File: src/rtl/hmmm_program_loader.sv
// Serial program loader for the hmmm core: deserialises address/data frames from
// the programming pins and owns the instruction-memory write port while loading.
module hmmm_program_loader #(
   parameter int ADDR_W  = 8,
   parameter int DATA_W  = 16,
   parameter int TIMEOUT = 1024
) (
   input  logic              clk,
   input  logic              rst_n,
   input  logic              pgrm_addr,
   input  logic              pgrm_data,
   input  logic              cpu_idle,
   input  logic              mem_ready,
   output logic              cpu_hold,
   output logic              mem_we,
   output logic [ADDR_W-1:0] mem_addr,
   output logic [DATA_W-1:0] mem_wdata,
   output logic              frame_err,
   output logic [7:0]        words_loaded
);

   localparam int FRAME_W = ADDR_W + DATA_W;
   localparam int CNT_W   = $clog2(FRAME_W + 1);
   localparam int TO_W    = $clog2(TIMEOUT);

   localparam logic [CNT_W-1:0]  LAST_BIT  = CNT_W'(FRAME_W);
   localparam logic [TO_W-1:0]   TO_LIMIT  = TO_W'(TIMEOUT - 1);
   localparam logic [ADDR_W-1:0] CMD_ADDR  = '1;
   localparam logic [DATA_W-1:0] CMD_START = DATA_W'(1);
   localparam logic [DATA_W-1:0] CMD_STOP  = '0;

   typedef enum logic [2:0] {
      IDLE,
      RUN,
      SHIFT,
      WAIT_IDLE,
      WRITE
   } state_t;

   state_t             state;
   logic               addr_s1, addr_s2, addr_s3;
   logic               data_s1, data_s2;
   logic               ser_edge;
   logic [FRAME_W-1:0] shreg;
   logic [CNT_W-1:0]   bitcnt;
   logic [TO_W-1:0]    tcnt;
   logic [ADDR_W-1:0]  frame_addr;
   logic [DATA_W-1:0]  frame_data;

   // Pad signals are asynchronous; the third address flop only serves edge detection.
   always_ff @(posedge clk or negedge rst_n) begin
      if (!rst_n) begin
         addr_s1 <= 1'b0;
         addr_s2 <= 1'b0;
         addr_s3 <= 1'b0;
         data_s1 <= 1'b0;
         data_s2 <= 1'b0;
      end else begin
         addr_s1 <= pgrm_addr;
         addr_s2 <= addr_s1;
         addr_s3 <= addr_s2;
         data_s1 <= pgrm_data;
         data_s2 <= data_s1;
      end
   end

   assign ser_edge   = addr_s2 & ~addr_s3;
   assign frame_addr = shreg[FRAME_W-1:DATA_W];
   assign frame_data = shreg[DATA_W-1:0];

   always_ff @(posedge clk or negedge rst_n) begin
      if (!rst_n) begin
         state        <= IDLE;
         cpu_hold     <= 1'b1;
         mem_we       <= 1'b0;
         mem_addr     <= '0;
         mem_wdata    <= '0;
         frame_err    <= 1'b0;
         words_loaded <= '0;
         shreg        <= '0;
         bitcnt       <= '0;
         tcnt         <= '0;
      end else begin
         frame_err <= 1'b0;
         case (state)
            IDLE, RUN: begin
               if (ser_edge) begin
                  shreg    <= {{(FRAME_W-1){1'b0}}, data_s2};
                  bitcnt   <= CNT_W'(1);
                  tcnt     <= '0;
                  cpu_hold <= 1'b1;
                  state    <= SHIFT;
               end
            end

            SHIFT: begin
               if (bitcnt == LAST_BIT) begin
                  // A bit arriving while the full frame is being decoded has nowhere to go.
                  if (ser_edge) begin
                     frame_err <= 1'b1;
                  end
                  bitcnt <= '0;
                  if (frame_addr == CMD_ADDR) begin
                     if (frame_data == CMD_START) begin
                        cpu_hold <= 1'b0;
                        state    <= RUN;
                     end else if (frame_data == CMD_STOP) begin
                        state <= IDLE;
                     end else begin
                        frame_err <= 1'b1;
                        state     <= IDLE;
                     end
                  end else begin
                     mem_addr  <= frame_addr;
                     mem_wdata <= frame_data;
                     state     <= WAIT_IDLE;
                  end
               end else if (ser_edge) begin
                  shreg  <= {shreg[FRAME_W-2:0], data_s2};
                  bitcnt <= bitcnt + CNT_W'(1);
                  tcnt   <= '0;
               end else if (tcnt == TO_LIMIT) begin
                  frame_err <= 1'b1;
                  shreg     <= '0;
                  bitcnt    <= '0;
                  tcnt      <= '0;
                  state     <= IDLE;
               end else begin
                  tcnt <= tcnt + TO_W'(1);
               end
            end

            WAIT_IDLE: begin
               if (ser_edge) begin
                  frame_err <= 1'b1;
               end
               if (cpu_idle) begin
                  mem_we <= 1'b1;
                  state  <= WRITE;
               end
            end

            WRITE: begin
               if (ser_edge) begin
                  frame_err <= 1'b1;
               end
               if (mem_ready) begin
                  mem_we <= 1'b0;
                  if (words_loaded != 8'hFF) begin
                     words_loaded <= words_loaded + 8'd1;
                  end
                  state <= IDLE;
               end
            end

            default: begin
               mem_we   <= 1'b0;
               cpu_hold <= 1'b1;
               state    <= IDLE;
            end
         endcase
      end
   end

endmodule

File: config.mk
export PLATFORM = sky130hd
export DESIGN_NAME = hmmm_program_loader
export DESIGN_NICKNAME = d
export VERILOG_FILES = /design/src/rtl/hmmm_program_loader.sv
export SDC_FILE = /design/constraint.sdc
export NUM_CORES = 1
export LEC_CHECK = 0
export ABC_AREA = 1
export BUFFER_PORTS_ARGS = -buffer_cell sky130_fd_sc_hd__buf_2
export CORE_MARGIN = 4
export CORE_UTILIZATION = 25
export DETAILED_ROUTE_END_ITERATION = 12
export PLACE_DENSITY_LB_ADDON = 0.15
export SKIP_CTS_REPAIR_TIMING = 1
export SLEW_MARGIN = 20
export SYNTH_ARGS = -nofsm -noshare
export SYNTH_HDL_FRONTEND = slang
export SYNTH_SLANG_ARGS = --single-unit
File: constraint.sdc
create_clock -name clk -period 4.2 [get_ports clk]
set_clock_uncertainty 0.2 [all_clocks]
set_input_delay 0.21 -clock clk [delete_from_list [all_inputs] [get_ports clk]]
set_output_delay 0.21 -clock clk [all_outputs]
set_load 0.02 [all_outputs]
==> flow_summary.yaml <==
power_and_ir_drop:
  p_int_mw: 1.42
  p_leak_nw: 2.23
  switchingPower_mw: 0.673
  pwr-share-comb: 0.190
  pwr-share-seq: 0.418
  swShare: 0.321
  max-vdd-ir-drop_uv: 146
  powerDensity_nw_per_um2: 450
  finalPower_mw: 2.09
  share_clk_of_total_power: 0.392
timing:
  slew_viol_final: 0
  fin_crit_ns: 2.63
  worstMarginPinSlew_ns: 0.775
  post-route-period-util: 0.625
  hold_viol: 0
  setup_violations: 0
  finalSetupTns_ns: 0
  slew_headroom: 0.483
  rsz0062_at_grt: "no"
  max_freq_ghz: 0.381
yosys:
  synth_most_common_cell: "nand2_1"
  synth_area_leaders: "dfrtp_1 (52%), nand2_1 (11%), inv_1 (5.6%)"
  syn_nets: 452
  yosys.area.top_type: "dfrtp_1"
  async_flop_share: 1.00
  ys_seq_area_frac: 0.524
  avgSynthCellArea_um2: 8.87
  synth_cell_types: 31
  ys.flop_type: "dfrtp_1"
  synth_top_area_share: 0.517
  netlist_area_um2: 3920
  yosys_warnings: 0
  synth_cells: 442
  ys_ff_latch: 82
  synth_edf_count: 0
  synth_common_cells: "nand2_1 (110), dfrtp_1 (81), inv_1 (58)"
layout:
  area_growth_pct: 18.5
  nFillCells: 1634
  diodes: 0
  fin_nets: 495
  drive_above_1_share: 0.216
  final_area_um2: 4650
placed_design:
  routabilityCongestion: 0.791
  post_dp_cell_area_um2: 4290
  dp_hpwl_mm: 5.77
  io_buffers: 40
floorplanning:
  die_h_um: 133
  initial_core_util: 0.257
  dieArea_um2: 17800
  num_rows: 45
  die_w_um: 133
  coreArea_um2: 15300
  io_pins: 41
setup_path:
  start_kind: "flip-flop"
  crit_type: "reg -> reg"
  endpoint_kind: "flip-flop"
  cp_max_fo: 48
  arrival_ns: 2.68
  worstPathRequired_ns: 4.26
clock_network:
  cts_tree: "yes"
  clock-sinks: 82
  htree_levels: 3
  max-clock-path-buffers: 2
  numCtsBuffers: 9
  worstSkewPairLatency_ns: 0.35
  cts-root-buf: "clkbuf_16"
  clk_pin_slew_ns: 0.07
grt:
  grt_pass1_vias: 2878
  grt_max_degree: 83
  grt_first_pass_wirelength_mm: 14.5
  antenna_found_initial: 0
  grt_usage: 0.102
  overflow: 0
route:
  drt_iter0_drc: 202
  via_count: 2882
  routedWlPerCell_um: 11.9
  drc: 0
  drt_wl_total_mm: 8.34
  first_pass_iters: 4
  ant_nets: 0
  routed_via_density: 4.11
min_path:
  min-delay-path-class: "in -> reg"
job:
  maxCapViolations: 0
run_status:
  status: "complete, no violations"
==> cell usage in the layout (no fill, tap or decap), types with 2 or more instances in the layout <==
master         Yosys  layout
nand2_1          110     110
nand2_2            2       2
nand4_1            6       6
buf_2              4      39
xnor2_1            2       2
o21ai_1            4       4
inv_6              0       3
nand3_1           33      33
o21ai_0           33      33
nand3_2           15      15
nor2_1            32      31
nor3_1             2       2
nor2_4             3       3
dlygate4sd3_1      0       4
buf_4              3       2
xor2_1             7       7
clkbuf_16          0       9
nor2_2             2       3
nand3b_1           2       2
o21ai_2           20      20
inv_1             58      58
dfrtp_1           81      81
ha_1               4       4
a21oi_1            5       5
==> sequential cells by signal, summed over array words and instances (netlist names), 3 cells and up <==
register and flops:
state 3, mem_addr 8, tcnt 10, words_loaded 8, bitcnt 5, shreg 24
mem_wdata 16
==> kinds of logic (layout without fill, tap and decap cells) <==
group	count (synthesis)	count (layout)	share of synthesized area
xor+xnor	9	9	0.0201
flops	82	82	0.524
simple gates	209	209	0.255
compound gates	64	64	0.101
buf+inv	74	122	0.0868
fa+ha+maj	4	4	0.0128
==> final cells by class <==
cell class	count	area (um^2)	share of cell area
Clock buffer	10	239	0.0514
Sequential cell	82	2050	0.442
Inverter	60	228	0.0490
Clock inverter	6	70.1	0.0151
Tap cell	211	264	0.0568
Multi-Input combinational cell	286	1530	0.329
Timing Repair Buffer	46	262	0.0563
==> through the flow <==
| stage | worst slack [ns] | hold slack, ns | utilization | instances |
|---|---|---|---|---|
| final | 1.57 | 0.0548 | 0.304 | 701 |
| after detailed placement | 1.56 | 0.122 | 0.281 | 681 |
| after CTS | 1.55 | -0.239 | 0.302 | 697 |
| after global routing | 1.26 | 0.0509 | 0.304 | 701 |
| after global placement | 1.65 | 0.125 | 0.281 | 681 |
| after floorplan | 2.40 | -0.286 | - | 442 |
==> critical path: stages, from the launching register on <==
cell	delay, ns
dfrtp_1	0.38
inv_1	0.08
ha_1	0.19
nand2_1	0.06
inv_1	0.03
nand2_1	0.34
nor2_4	0.07
nor2_4	0.28
nand2_4	0.13
inv_4	0.49
nand3_1	0.14
o21ai_0	0.12
==> power by group through the flow <==
stage                     clock network (mW)  logic, mW  registers, mW
final                                  0.820      0.398          0.875
after CTS                              0.851      0.404          0.876
after global routing                   0.890      0.464          0.881
after detailed placement                   0      0.403          0.890
after floorplan                            0      0.360          0.891
after global placement                     0      0.404          0.889
==> routing by layer <==
layer	vias to the layer above	GRT usage	wire length (um)
li1	1500	-	-
met1	1324	0.142	4250
met2	47	0.147	3590
met3	11	0.0321	331
met4	0	0.0446	174
met5	-	0	0
==> final timing paths <==
check	from	cells after the start	to	slack, ns
setup / recovery	bitcnt[0]$_DFFE_PN0P_	11	shreg[7]$_DFFE_PN0P_	1.57
hold / removal	mem_ready	4	state[2]$_DFFE_PN0P_	0.05
setup reg to reg	bitcnt[0]$_DFFE_PN0P_	11	shreg[7]$_DFFE_PN0P_	1.57
hold reg to reg	data_s1$_DFF_PN0_	0	data_s2$_DFF_PN0_	0.15
max in group asynchronous	rst_n	2	tcnt[1]$_DFFE_PN0P_	2.97
min in group asynchronous	rst_n	2	mem_wdata[14]$_DFFE_PN0P_	0.29
Note: power is estimated with default switching activity, not from simulation.
